$ cat src/rtl/pwm_pkg.sv
// Shared PWM definitions: sequencer states and default widths/values.
// Reused by the counter, period register and update controller.
package pwm_pkg;

   localparam int PWM_W = 12;

   localparam logic [PWM_W-1:0] PRD_RST = PWM_W'(1000);
   localparam logic [PWM_W-1:0] CMP_RST = '0;
   localparam logic [PWM_W-1:0] MIN_PRD = PWM_W'(2);

   typedef enum logic [1:0] {
      IDLE  = 2'd0,
      START = 2'd1,
      RUN   = 2'd2,
      STOP  = 2'd3
   } pwm_state_e;

endpackage

$ cat src/rtl/pwm_update_ctrl_if.sv
// Host configuration handshake for the PWM update controller.
// The host drives valid/prd/cmp and the controller returns ready.
interface pwm_update_ctrl_if #(
   parameter int W = pwm_pkg::PWM_W
) ();

   logic         valid;
   logic         ready;
   logic [W-1:0] prd;
   logic [W-1:0] cmp;

   modport master (
      output valid,
      output prd,
      output cmp,
      input  ready
   );

   modport slave (
      input  valid,
      input  prd,
      input  cmp,
      output ready
   );

endinterface

$ cat src/rtl/pwm_shadow_reg.sv
// Shadow period/compare holding register with legality check.
// Accepts one setting at a time; the top commits it at counter zero.
module pwm_shadow_reg #(
   parameter int           W       = pwm_pkg::PWM_W,
   parameter logic [W-1:0] MIN_PRD = pwm_pkg::MIN_PRD
) (
   input  logic          clk_i,
   input  logic          rst_i,
   pwm_update_ctrl_if.slave cfg,
   input  logic          direct_i,
   input  logic          commit_i,
   output logic          full_o,
   output logic          wr_o,
   output logic          err_o,
   output logic [W-1:0]  prd_o,
   output logic [W-1:0]  cmp_o
);

   logic         full_q, full_d;
   logic         err_q;
   logic [W-1:0] prd_q, prd_d;
   logic [W-1:0] cmp_q, cmp_d;
   logic         xfer;
   logic         legal;

   assign cfg.ready = !full_q && !rst_i;
   assign xfer      = cfg.valid && cfg.ready;
   assign legal     = (cfg.prd >= MIN_PRD) &&
                      (cfg.cmp <= cfg.prd);
   assign wr_o      = xfer && legal;

   // Commit and a new fill never coincide: ready is low while full.
   always_comb begin
      full_d = full_q;
      prd_d  = prd_q;
      cmp_d  = cmp_q;
      if (commit_i) begin
         full_d = 1'b0;
      end
      if (wr_o && !direct_i) begin
         full_d = 1'b1;
         prd_d  = cfg.prd;
         cmp_d  = cfg.cmp;
      end
   end

   always_ff @(posedge clk_i) begin
      if (rst_i) begin
         full_q <= 1'b0;
         err_q  <= 1'b0;
         prd_q  <= '0;
         cmp_q  <= '0;
      end else begin
         full_q <= full_d;
         err_q  <= xfer && !legal;
         prd_q  <= prd_d;
         cmp_q  <= cmp_d;
      end
   end

   assign full_o = full_q;
   assign err_o  = err_q;
   assign prd_o  = prd_q;
   assign cmp_o  = cmp_q;

endmodule

$ cat src/rtl/pwm_update_ctrl.sv
// PWM sequencer: starts/stops the triangle counter and commits
// shadowed period/compare settings only at the counter zero point.
module pwm_update_ctrl #(
   parameter int           W       = pwm_pkg::PWM_W,
   parameter logic [W-1:0] PRD_RST = pwm_pkg::PRD_RST,
   parameter logic [W-1:0] CMP_RST = pwm_pkg::CMP_RST,
   parameter logic [W-1:0] MIN_PRD = pwm_pkg::MIN_PRD
) (
   input  logic          clk_i,
   input  logic          rst_i,
   input  logic          enable_i,
   pwm_update_ctrl_if.slave cfg,
   input  logic          ctr_zero_i,
   output logic          ctr_clk_en_o,
   output logic          ctr_rst_o,
   output logic          ctr_load_en_o,
   output logic [W-1:0]  ctr_load_o,
   output logic [W-1:0]  prd_out_o,
   output logic [W-1:0]  cmp_out_o,
   output logic          upd_done_o,
   output logic          cfg_err_o
);

   import pwm_pkg::*;

   pwm_state_e   state_q, state_d;
   logic         clk_en_q, rst_q, load_en_q, upd_q;
   logic [W-1:0] load_q;
   logic [W-1:0] prd_q, prd_d;
   logic [W-1:0] cmp_q, cmp_d;

   logic         sh_full, sh_wr, sh_err;
   logic [W-1:0] sh_prd, sh_cmp;
   logic         direct, commit, running;

   assign direct  = (state_q == IDLE);
   assign running = (state_q == RUN) || (state_q == STOP);
   assign commit  = running && ctr_zero_i && sh_full;

   pwm_shadow_reg #(
      .W       (W),
      .MIN_PRD (MIN_PRD)
   ) u_shadow (
      .clk_i    (clk_i),
      .rst_i    (rst_i),
      .cfg      (cfg),
      .direct_i (direct),
      .commit_i (commit),
      .full_o   (sh_full),
      .wr_o     (sh_wr),
      .err_o    (sh_err),
      .prd_o    (sh_prd),
      .cmp_o    (sh_cmp)
   );

   always_comb begin
      state_d = state_q;
      unique case (state_q)
         IDLE:  if (enable_i) state_d = START;
         START: state_d = RUN;
         RUN:   if (!enable_i) state_d = STOP;
         STOP: begin
            // Re-enable wins over zero: keep counting, no reset.
            if (enable_i)        state_d = RUN;
            else if (ctr_zero_i) state_d = IDLE;
         end
         default: state_d = IDLE;
      endcase
   end

   always_comb begin
      prd_d = prd_q;
      cmp_d = cmp_q;
      if (direct && sh_wr) begin
         prd_d = cfg.prd;
         cmp_d = cfg.cmp;
      end else if (commit) begin
         prd_d = sh_prd;
         cmp_d = sh_cmp;
      end
   end

   always_ff @(posedge clk_i) begin
      if (rst_i) begin
         state_q   <= IDLE;
         clk_en_q  <= 1'b0;
         rst_q     <= 1'b1;
         load_en_q <= 1'b0;
         load_q    <= '0;
         prd_q     <= PRD_RST;
         cmp_q     <= CMP_RST;
         upd_q     <= 1'b0;
      end else begin
         state_q   <= state_d;
         clk_en_q  <= (state_d == RUN) ||
                      (state_d == STOP);
         rst_q     <= (state_d == IDLE);
         load_en_q <= (state_d == START);
         load_q    <= '0;
         prd_q     <= prd_d;
         cmp_q     <= cmp_d;
         upd_q     <= (direct && sh_wr) || commit;
      end
   end

   assign ctr_clk_en_o  = clk_en_q;
   assign ctr_rst_o     = rst_q;
   assign ctr_load_en_o = load_en_q;
   assign ctr_load_o    = load_q;
   assign prd_out_o     = prd_q;
   assign cmp_out_o     = cmp_q;
   assign upd_done_o    = upd_q;
   assign cfg_err_o     = sh_err;

endmodule

$ cat src/flat_wrapper.sv
// flat-port wrapper written by rule: the top's interface ports become plain ports
module pwm_update_ctrl_flat import pwm_pkg::*;
#(
   parameter int           W       = pwm_pkg::PWM_W,
   parameter logic [W-1:0] PRD_RST = pwm_pkg::PRD_RST,
   parameter logic [W-1:0] CMP_RST = pwm_pkg::CMP_RST,
   parameter logic [W-1:0] MIN_PRD = pwm_pkg::MIN_PRD
)
  (clk_i, rst_i, enable_i, ctr_zero_i, ctr_clk_en_o, ctr_rst_o, ctr_load_en_o, ctr_load_o, prd_out_o, cmp_out_o, upd_done_o, cfg_err_o, cfg_valid, cfg_prd, cfg_cmp, cfg_ready);
  pwm_update_ctrl_if #(.W(W)) cfg_i ();
  input  logic clk_i;
  input  logic rst_i;
  input  logic enable_i;
  input  logic ctr_zero_i;
  output logic ctr_clk_en_o;
  output logic ctr_rst_o;
  output logic ctr_load_en_o;
  output logic [W-1:0] ctr_load_o;
  output logic [W-1:0] prd_out_o;
  output logic [W-1:0] cmp_out_o;
  output logic upd_done_o;
  output logic cfg_err_o;
  input wire logic [$bits(cfg_i.valid)-1:0] cfg_valid;
  input wire logic [$bits(cfg_i.prd)-1:0] cfg_prd;
  input wire logic [$bits(cfg_i.cmp)-1:0] cfg_cmp;
  output wire logic [$bits(cfg_i.ready)-1:0] cfg_ready;
  assign cfg_i.valid = cfg_valid;
  assign cfg_i.prd = cfg_prd;
  assign cfg_i.cmp = cfg_cmp;
  assign cfg_ready = cfg_i.ready;
  pwm_update_ctrl #(.W(W), .PRD_RST(PRD_RST), .CMP_RST(CMP_RST), .MIN_PRD(MIN_PRD)) u_core (.clk_i(clk_i), .rst_i(rst_i), .enable_i(enable_i), .cfg(cfg_i), .ctr_zero_i(ctr_zero_i), .ctr_clk_en_o(ctr_clk_en_o), .ctr_rst_o(ctr_rst_o), .ctr_load_en_o(ctr_load_en_o), .ctr_load_o(ctr_load_o), .prd_out_o(prd_out_o), .cmp_out_o(cmp_out_o), .upd_done_o(upd_done_o), .cfg_err_o(cfg_err_o));
endmodule
$ cat config.mk
export PLATFORM = sky130hd
export DESIGN_NAME = pwm_update_ctrl_flat
export DESIGN_NICKNAME = d
export VERILOG_FILES = /design/src/rtl/pwm_pkg.sv /design/src/rtl/pwm_update_ctrl_if.sv /design/src/rtl/pwm_shadow_reg.sv /design/src/rtl/pwm_update_ctrl.sv /design/src/flat_wrapper.sv
export SDC_FILE = /design/constraint.sdc
export NUM_CORES = 1
export LEC_CHECK = 0
export CELL_PAD_IN_SITES_DETAIL_PLACEMENT = 0
export CELL_PAD_IN_SITES_GLOBAL_PLACEMENT = 2
export CORE_ASPECT_RATIO = 0.5
export CORE_MARGIN = 2
export CORE_UTILIZATION = 31
export DETAILED_ROUTE_END_ITERATION = 12
export PLACE_DENSITY = 0.84
export SYNTH_ARGS = -nofsm -noshare
export SYNTH_HDL_FRONTEND = slang
export SYNTH_SLANG_ARGS = --single-unit
$ cat constraint.sdc
create_clock -name clk_i -period 3.28 [get_ports clk_i]
set_input_delay 0.328 -clock clk_i [delete_from_list [all_inputs] [get_ports clk_i]]
set_output_delay 0.328 -clock clk_i [all_outputs]
set_load 0.05 [all_outputs]
==> Word-level counts from Yosys, hierarchy flattened <==
Index checks and enable logic that the tools add are counted.
W data, S select, Z words.
{ "totals": {"word_cells": 50, "input_bits": 29, "output_inout_bits": 42, "regBits": 56} }
{ "op_classes": {"n_mux": 11, "magnitude_cmp": 2, "n_reduce_logical": 20, "n_eq_ne": 6} }
{ "ops": {"columns": ["op", "count"], "rows": [
  ["$mux W12", 4],
  ["$ge A12 B2 Y1 const B", 1],
  ["$le A12 B12 Y1", 1],
  ["$logic_and A1 B1 Y1", 9],
  ["$eq A2 B2 Y1 const B", 4],
  ["$mux W2", 4],
  ["$pmux W2 S4", 1],
  ["$eq A2 B1 Y1 const B", 2],
  ["$logic_not A1 Y1", 4],
  ["$logic_not A2 Y1", 2],
  ["$reduce_bool A2 Y1", 2],
  ["$logic_or A1 B1 Y1", 3],
  ["$mux W1", 2]
]} }

==> Logic depth before layout (Yosys ltp) <==
Gate-level depths: netlist of the first run.
{ "logic_depth": {"depth_word": 6, "depth_mapped": 9, "ltp_nobuf": 8} }

==> Modules after synthesis <==
Synthesis of the first run repeated with hierarchy kept, for this count alone.
{ "hier_totals": {"hier_cells": 315, "area_unflattened_um2": 2857.7} }
{ "modules_own_cells": {"columns": ["module", "instances", "seq_area_each_um2", "cells_per_inst", "area_per_inst_um2"], "rows": [
  ["pwm_shadow_reg", 1, 520.5, 157, 1488.9],
  ["pwm_update_ctrl", 1, 580.6, 158, 1368.8]
]} }

==> Worst setup path before layout of the first run <==
OpenSTA, ideal clock, no wires.
{ "synth_timing": {"path_kind": "input-to-reg", "start": "in rst_i", "end": "reg u_core.cmp_q[10], in the netlist u_core.cmp_out_o[10]", "path_buffers": 2, "t_arrival_ns": 2.163, "cell_stages": 7, "setup_ns": 0.087, "setup_slack_ns": 1.030, "required_ns": 3.193, "cell_sequence": "nor2_1 > and2_1 > and3_1 > clkbuf_1 > clkbuf_1 > nand3_1 > o31ai_1"} }
{ "synth_between": {"elab_chain_cells": 6, "word_cells_on_any_way": 7, "classes_between": "1 x mux; 6 x reduce/logical"} }
{ "synth_rtl": {"columns": ["element", "line_no", "text"], "rows": [
  ["start: declaration", "flat_wrapper.sv:12", "input logic rst_i;"],
  ["$logic_not A1 Y1", "pwm_shadow_reg.sv:26", "assign cfg.ready = !full_q && !rst_i;"],
  ["$logic_and A1 B1 Y1", "pwm_shadow_reg.sv:26", null],
  ["$logic_and A1 B1 Y1", "pwm_shadow_reg.sv:27", "assign xfer = cfg.valid && cfg.ready;"],
  ["$logic_and A1 B1 Y1", "pwm_shadow_reg.sv:30", "assign wr_o = xfer && legal;"],
  ["$logic_and A1 B1 Y1", "pwm_update_ctrl.sv:74", "if (direct && sh_wr) begin"],
  ["$mux W12 / $reduce_bool A2 Y1 (equally long branches)", null, null],
  ["end signal: assignment", "pwm_update_ctrl.sv:101", "cmp_q <= cmp_d;"],
  ["end: declaration", "pwm_update_ctrl.sv:30", "logic [W-1:0] cmp_q, cmp_d;"]
]} }
Parallel ways exist; a longest one is shown, timed or not.
A chain may end at the register's enable or synchronous reset.

==> Worst setup path in the final report of the first run <==
{ "layout_timing": {"start": "in cfg_prd[1]", "end": "reg u_core.prd_q[4], in the netlist u_core.prd_out_o[4]"} }
{ "layout_between": {"elab_chain_cells": 5, "word_cells_on_any_way": 7, "classes_between": "2 x order compare; 1 x mux; 4 x reduce/logical"} }
{ "layout_rtl": {"columns": ["element", "line_no", "text"], "rows": [
  ["start: declaration", "flat_wrapper.sv:24", "input wire logic [$bits(cfg_i.prd)-1:0] cfg_prd;"],
  ["$ge A12 B2 Y1 / $le A12 B12 Y1 (equally long branches)", "pwm_shadow_reg.sv:28, pwm_shadow_reg.sv:29", null],
  ["$logic_and A1 B1 Y1 (*)", "pwm_shadow_reg.sv:28", "assign legal = (cfg.prd >= MIN_PRD) &&"],
  ["$logic_and A1 B1 Y1 (*)", "pwm_shadow_reg.sv:30", null],
  ["$logic_and A1 B1 Y1 (*)", "pwm_update_ctrl.sv:74", null],
  ["$mux W12 / $reduce_bool A2 Y1 (equally long branches)", null, null],
  ["end signal: assignment", "pwm_update_ctrl.sv:100", "prd_q <= prd_d;"],
  ["end: declaration", "pwm_update_ctrl.sv:29", "logic [W-1:0] prd_q, prd_d;"]
]} }
Every way passes the cells marked *; elsewhere a longest branch is shown, timed or not.

==> metrics.txt, run 1 <==
sum of negative setup slack=0 ps; Total Routing Usage GR=16.24%; Max-Cap Viols=0; layout overhead on the synthesized area=29.13%; leak pwr=1.428 nW; critical path type=in2reg; reg2reg start=u_core.state_q[0]; number of clock buffers inserted by TritonCTS=5; detailed-route wire length=7.714 mm; post-synth top area share=41.50%; aggregate global routing overflow=0; relative max-transition margin=33.61%; count of unresolved DRC violations after routing=0; worst-skew pair later-pin latency=280 ps; per-cell via count in the routed design=5.294; clock share of power=32.5%; total power after layout=1.705 mW; Tightest Hold Check Type=reg2reg; period utilisation layout=82.17%; synth unique cells=35; post-cts gate resize count=0; pwr/cell area=488.8 nW/um2; via count of the first global-routing pass=2451; leading post-synthesis cells by instance count=dfxtp_1 (56), nand3_1 (46), a21oi_1 (29); slew at the pin closest to its max-slew limit=991.4 ps; prevailing post-synth register cell=dfxtp_1; buffer depth of the longest clock path=2; Die H=70.01 um; Pint=1.174 mW; number of enable-type register cells in the synthesized netlist=0; cell with the most instances after synthesis=dfxtp_1; effective utilization at floorplan=31.45%; die boundary width=136.0 um; final net count=393; Hold Path End=u_core.u_shadow.cmp_o[11]; required time at the endpoint of the critical path=3430 ps; layout cell share with drive strength beyond 1=5.682%; final standard cell utilization of the core=40.62%; worst-case reg-to-reg path depth=4; Worst setup EP type=flip-flop; type of element launching the critical path=input pin; CTS Root Buffer Type=clkbuf_16; number of vias in the routed layout=2483; first-pass iteration count of the detailed router=4; gate count of the mapped netlist=303; maximum VDD drop=0.1839 mV; net switching power of the design=531.6 uW; flops & latches, synth=56; antenna cell count=0; total count of max-transition violations in the final report=0; TritonCTS clock tree=built; H-Tree Level Count=2; post-synthesis sequential area ratio=41.50%; startpoint of the worst hold path=u_core.u_shadow.cmp_o[11]; Routed WL per cell=16.45 um; first-pass GRT wire length=12.39 mm; asr flop ratio synth=0%; HPWL after detailed placement=5.348 mm; Ys Warns=0; total die area=9522 um2; number of antenna violations at the first check in global routing=0; Crit Reg-Reg Endpoint=u_core.prd_out_o[5]; Comb power frac=24.2%; setup-violating endpoint count in the final report=0; filler instances=864; number of hold buffers added after CTS=0; unrepaired setup endpoints after global routing=false; area of the core=8588 um2; number of I/O pins=71; fin crit period=2695 ps; Crit path arrival time=2850 ps; Port Buffer Count=58; clock transition at the register clock pins on the worst setup and hold paths after CTS=70 ps; sw frac=31.17%; gpl congestion=0.7720; top achievable clock speed=371.0 MHz; top cells by area in the synthesized netlist=dfxtp_1 (42%), mux2i_1 (8.9%), nand3_1 (8.5%); crit-path max FO=18; worst clock skew=4.743 ps; Final Hold Viols=0; minimum hold slack=476.1 ps; post-synthesis cell type with the largest combined area=dfxtp_1; mean area per synthesized cell=8.915 um2; Worst Hold Path Cells=2; part of the power in registers=43.3%; clock sinks=56; DRC marker count from the first detailed-route iteration=270; post-CTS setup buffer count=0; pin count of the biggest net entering global routing=49; result of the run=finished clean; post-synthesis cell area=2701 um2; count of standard-cell rows=24; Routed Antenna Nets=0; register-to-register setup slack=1080 ps
[registers in the layout (all words and copies together) (netlist names)]
name	cells
u_core.cmp_out_o	12
u_core.ctr_clk_en_o	1
u_core.ctr_load_en_o	1
u_core.ctr_rst_o	1
u_core.prd_out_o	12
u_core.state_q	2
u_core.u_shadow.cmp_o	12
u_core.u_shadow.err_o	1
u_core.u_shadow.full_o	1
u_core.u_shadow.prd_o	12
u_core.upd_done_o	1
[power groups by stage]
stage	registers, mW	clock network, mW	logic, mW
2_1_floorplan	0.844	0	0.184
5_1_grt	0.743	0.600	0.441
3_3_place_gp	0.753	0	0.408
4_1_cts	0.738	0.564	0.415
6_report	0.738	0.554	0.413
3_5_place_dp	0.754	0	0.413
[worst max-delay path by stage]
| stage | start | end |
|---|---|---|
| after floorplan | rst_i | u_core.cmp_out_o[10] |
| after global placement | cfg_prd[1] | u_core.cmp_out_o[8] |
| after detailed placement | cfg_prd[1] | u_core.prd_out_o[4] |
| after CTS | cfg_prd[1] | u_core.prd_out_o[4] |
| after global routing | cfg_prd[1] | u_core.cmp_out_o[3] |
| final | cfg_prd[1] | u_core.prd_out_o[4] |
[metrics by stage]
step                cells  instance area [um2]  worst slack (ps)
floorplan             314                 2743              1030
global placement      462                 3336             315.9
detailed placement    462                 3336             272.9
CTS                   469                 3488             574.2
global route          469                 3488             423.5
finish                469                 3488             584.7
[cell usage in the layout (no fill, tap or decap), types with 2 or more instances in the layout]
master,instances
clkdlybuf4s50_1,57
dfxtp_1,56
nand3_1,46
a21oi_1,29
mux2i_1,24
o21ai_0,23
o31ai_1,18
inv_1,13
ha_1,12
conb_1,12
buf_4,8
nor3_1,7
a31oi_1,6
clkbuf_16,5
nor2_1,4
nand2_1,4
nor4_1,3
nand4_1,3
a21boi_0,2
nor2b_1,2
and3_1,2
a311oi_1,2
clkbuf_8,2
[critical path, stage by stage]
cell             delay (ps)
clkdlybuf4s50_1         560
inv_1                    70
ha_1                    280
nor2b_1                 140
o211ai_2                140
a211oi_2                110
o41a_2                  600
nor2_4                  460
o31ai_1                 140
[layer usage]
metal / wire (um) / vias up / track usage [%]
li1: - / 1187 / -
met1: 3558 / 1199 / 23.39
met2: 3485 / 90 / 25.24
met3: 601 / 7 / 3.341
met4: 68 / 0 / 3.009
met5: 0 / - / 0
[cell families after synthesis]
group,count (synthesis),synth area share (%)
buf+inv,47,8.615
mux,24,8.893
compound gates,89,21.17
fa+ha+maj,12,5.558
other cells,1,0.1388
flops,56,41.50
simple gates,74,14.13
[final cells by class]
cell class,count,area (um2),share of cell area (%)
repair buffers,65,630.6,18.08
clock buffers,7,152.6,4.376
inverters,13,48.80,1.399
flip-flops and latches,56,1121,32.14
well taps,117,146.4,4.197
multi-input cells,211,1389,39.81
Power figures use the tool's default switching activity.
==> inputs of run 2 (changes only) <==
- CORE_UTILIZATION: 31 -> 26
- PLACE_DENSITY: 0.84 -> 0.75
- clock period: 3.28 -> 2.34 ns (I/O delays scaled with it)
==> run 2 against run 1 <==
Against the previous run: non-clock buffer count increased by 35; first-iteration DRC count fell by 34%; cell count grew 13%; flip-flop and latch count unchanged; routed wire length is 9.3% higher; global-route usage decreased by 1.8 points; sequential power grew 40%; critical path depth rose by 2; clock-buffer cell count decreased by 1; critical path type unchanged; critical endpoint is now u_core.u_shadow.prd_o[9]; largest power group unchanged.
==> metrics.txt, run 2 (synthesis gave the netlist of run 1 again) <==
via count of the first global-routing pass=2473; count of unresolved DRC violations after routing=0; Finished Layout Cells=528; required time at the endpoint of the critical path=2570 ps; antenna cell count=0; setup-violating endpoint count in the final report=0; CTS Root Buffer Type=clkbuf_16; area of all sequential standard cells=1121 um2; count of standard-cell rows=26; worst setup path start=cfg_prd[7]; clock transition at the register clock pins on the worst setup and hold paths after CTS=70 ps; Max-Cap Viols=0; Worst setup EP type=flip-flop; startpoint of the worst hold path=cfg_prd[9]; Total Routing Usage GR=14.39%; first-pass iteration count of the detailed router=4; first-pass GRT wire length=13.00 mm; gpl congestion=0.8095; number of hold buffers added after CTS=0; number of I/O pins=71; fin crit period=2305 ps; Routed Antenna Nets=0; total die area=11270 um2; minimum hold slack=398.9 ps; number of clock buffers inserted by TritonCTS=5; most used cells in the layout excluding fill and tap cells=dfxtp_1 (56), clkdlybuf4s50_1 (55), nand3_1 (46), buf_4 (36), a21oi_1 (26); worst-skew pair later-pin latency=300 ps; HPWL after detailed placement=5.880 mm; area of the core=10150 um2; period utilisation layout=98.50%; Crit path arrival time=2540 ps; worst clock skew=12.26 ps; highest-delay cell along the critical path=clkdlybuf4s50_1; Inst Count DP=517; layout overhead on the synthesized area=45.07%; register-to-register setup slack=650 ps; filler instances=1041; number of vias in the routed layout=2614; slew at the pin closest to its max-slew limit=529.5 ps; number of antenna violations at the first check in global routing=0; Final Hold Viols=0; Tightest Hold Check Type=in2reg; top achievable clock speed=433.9 MHz; detailed-route wire length=8.433 mm; Die H=76.08 um; Port Buffer Count=58; ordered list of cells on the worst path=clkdlybuf4s50_1 > inv_1 > ha_1 > nand4_1 > or3_4 > o41ai_4 > buf_4 > buf_6 > buf_12 > nand3_1 > a21oi_1; total count of max-transition violations in the final report=0; reg2reg start=u_core.u_shadow.full_o; pin count of the biggest net entering global routing=49; result of the run=finished clean; maximum VDD drop=0.2794 mV; buffer depth of the longest clock path=2; worst-case reg-to-reg path depth=6; DRC marker count from the first detailed-route iteration=177; pwr/cell area=666.9 nW/um2; per-cell via count in the routed design=4.951; TritonCTS clock tree=built; Crit Reg-Reg Endpoint=u_core.prd_out_o[9]; H-Tree Level Count=2; relative max-transition margin=64.70%; crit-path max FO=6; layout cell share with drive strength beyond 1=15.98%; die boundary width=148.2 um; type of element launching the critical path=input pin; Hold Path End=u_core.u_shadow.prd_o[9]; Worst Hold Path Cells=4; Multi-input gate area=1428 um2; clock sinks=56; final standard cell utilization of the core=38.61%; effective utilization at floorplan=26.61%; delay of the slowest critical-path stage=550 ps; Routed WL per cell=15.97 um; leak pwr=1.661 nW; aggregate global routing overflow=0; most common cell after layout, fill and taps aside=dfxtp_1; critical path type=in2reg; final net count=428
==> run 2: cell count changes in the layout (fill, tap and decap cells not counted), moves of 2 or more <==
cell	before	now
o21ai_1	0	2
dlymetal6s2s_1	0	2
a21oi_2	0	3
o21ai_0	23	21
clkdlybuf4s50_1	57	55
buf_4	8	36
buf_12	0	5
a21oi_1	29	26
buf_6	0	2
==> run 2: report_power, final <==
group | internal [mW] | total, mW | switching, mW
logic | 0.265 | 0.685 | 0.420
clock network | 0.537 | 0.894 | 0.357
registers | 1.01 | 1.03 | 0.0288
total | 1.81 | 2.61 | 0.805
==> run 2: layout make-up <==
| class | instances | share of cell area [%] |
|---|---|---|
| inverters | 13 | 1.245 |
| well taps | 140 | 4.470 |
| clock inverters | 2 | 0.9898 |
| flip-flops and latches | 56 | 28.61 |
| multi-input cells | 211 | 36.43 |
| repair buffers | 100 | 24.71 |
| clock buffers | 6 | 3.544 |
==> run 2: critical path, delay by kind of cell <==
family / cells / cell delay (ps)
buf+inv: 5 / 1040
simple gates: 3 / 730
fa+ha+maj: 1 / 320
compound gates: 2 / 190
==> run 2: worst max path at each step <==
| stage | to | slack [ps] | cells after the start |
|---|---|---|---|
| after floorplan | u_core.cmp_out_o[10] | 100 | 7 |
| after global placement | u_core.u_shadow.prd_o[11] | -220 | 10 |
| after detailed placement | u_core.prd_out_o[9] | -280 | 10 |
| after CTS | u_core.u_shadow.cmp_o[7] | 7 | 10 |
| after global routing | u_core.prd_out_o[5] | -30 | 12 |
| final | u_core.u_shadow.prd_o[9] | 40 | 11 |
==> run 2: per-stage QoR <==
stage                     TNS, ps  instance area (um2)  total power [mW]  setup WS (ps)
after floorplan                 0                 2743             1.441          99.52
after global placement      -8905                 3642             1.694         -218.4
after detailed placement   -11620                 3642             1.702         -278.1
after CTS                       0                 3820             2.593          6.927
after global routing       -176.8                 3919             2.716         -25.60
final                           0                 3919             2.613          35.17
==> run 2: layer usage <==
layer	global-route usage [%]	up-vias	wire length, um
met5	0	-	0
met4	3.238	0	108
met3	2.814	8	344
met2	22.50	66	3782
met1	20.50	1283	4198
li1	-	1257	-
==> run 2: timing repair <==
action,in CTS,in global routing
setup endpoints to repair,0,35
buffers inserted,0,3
resized for setup,0,17
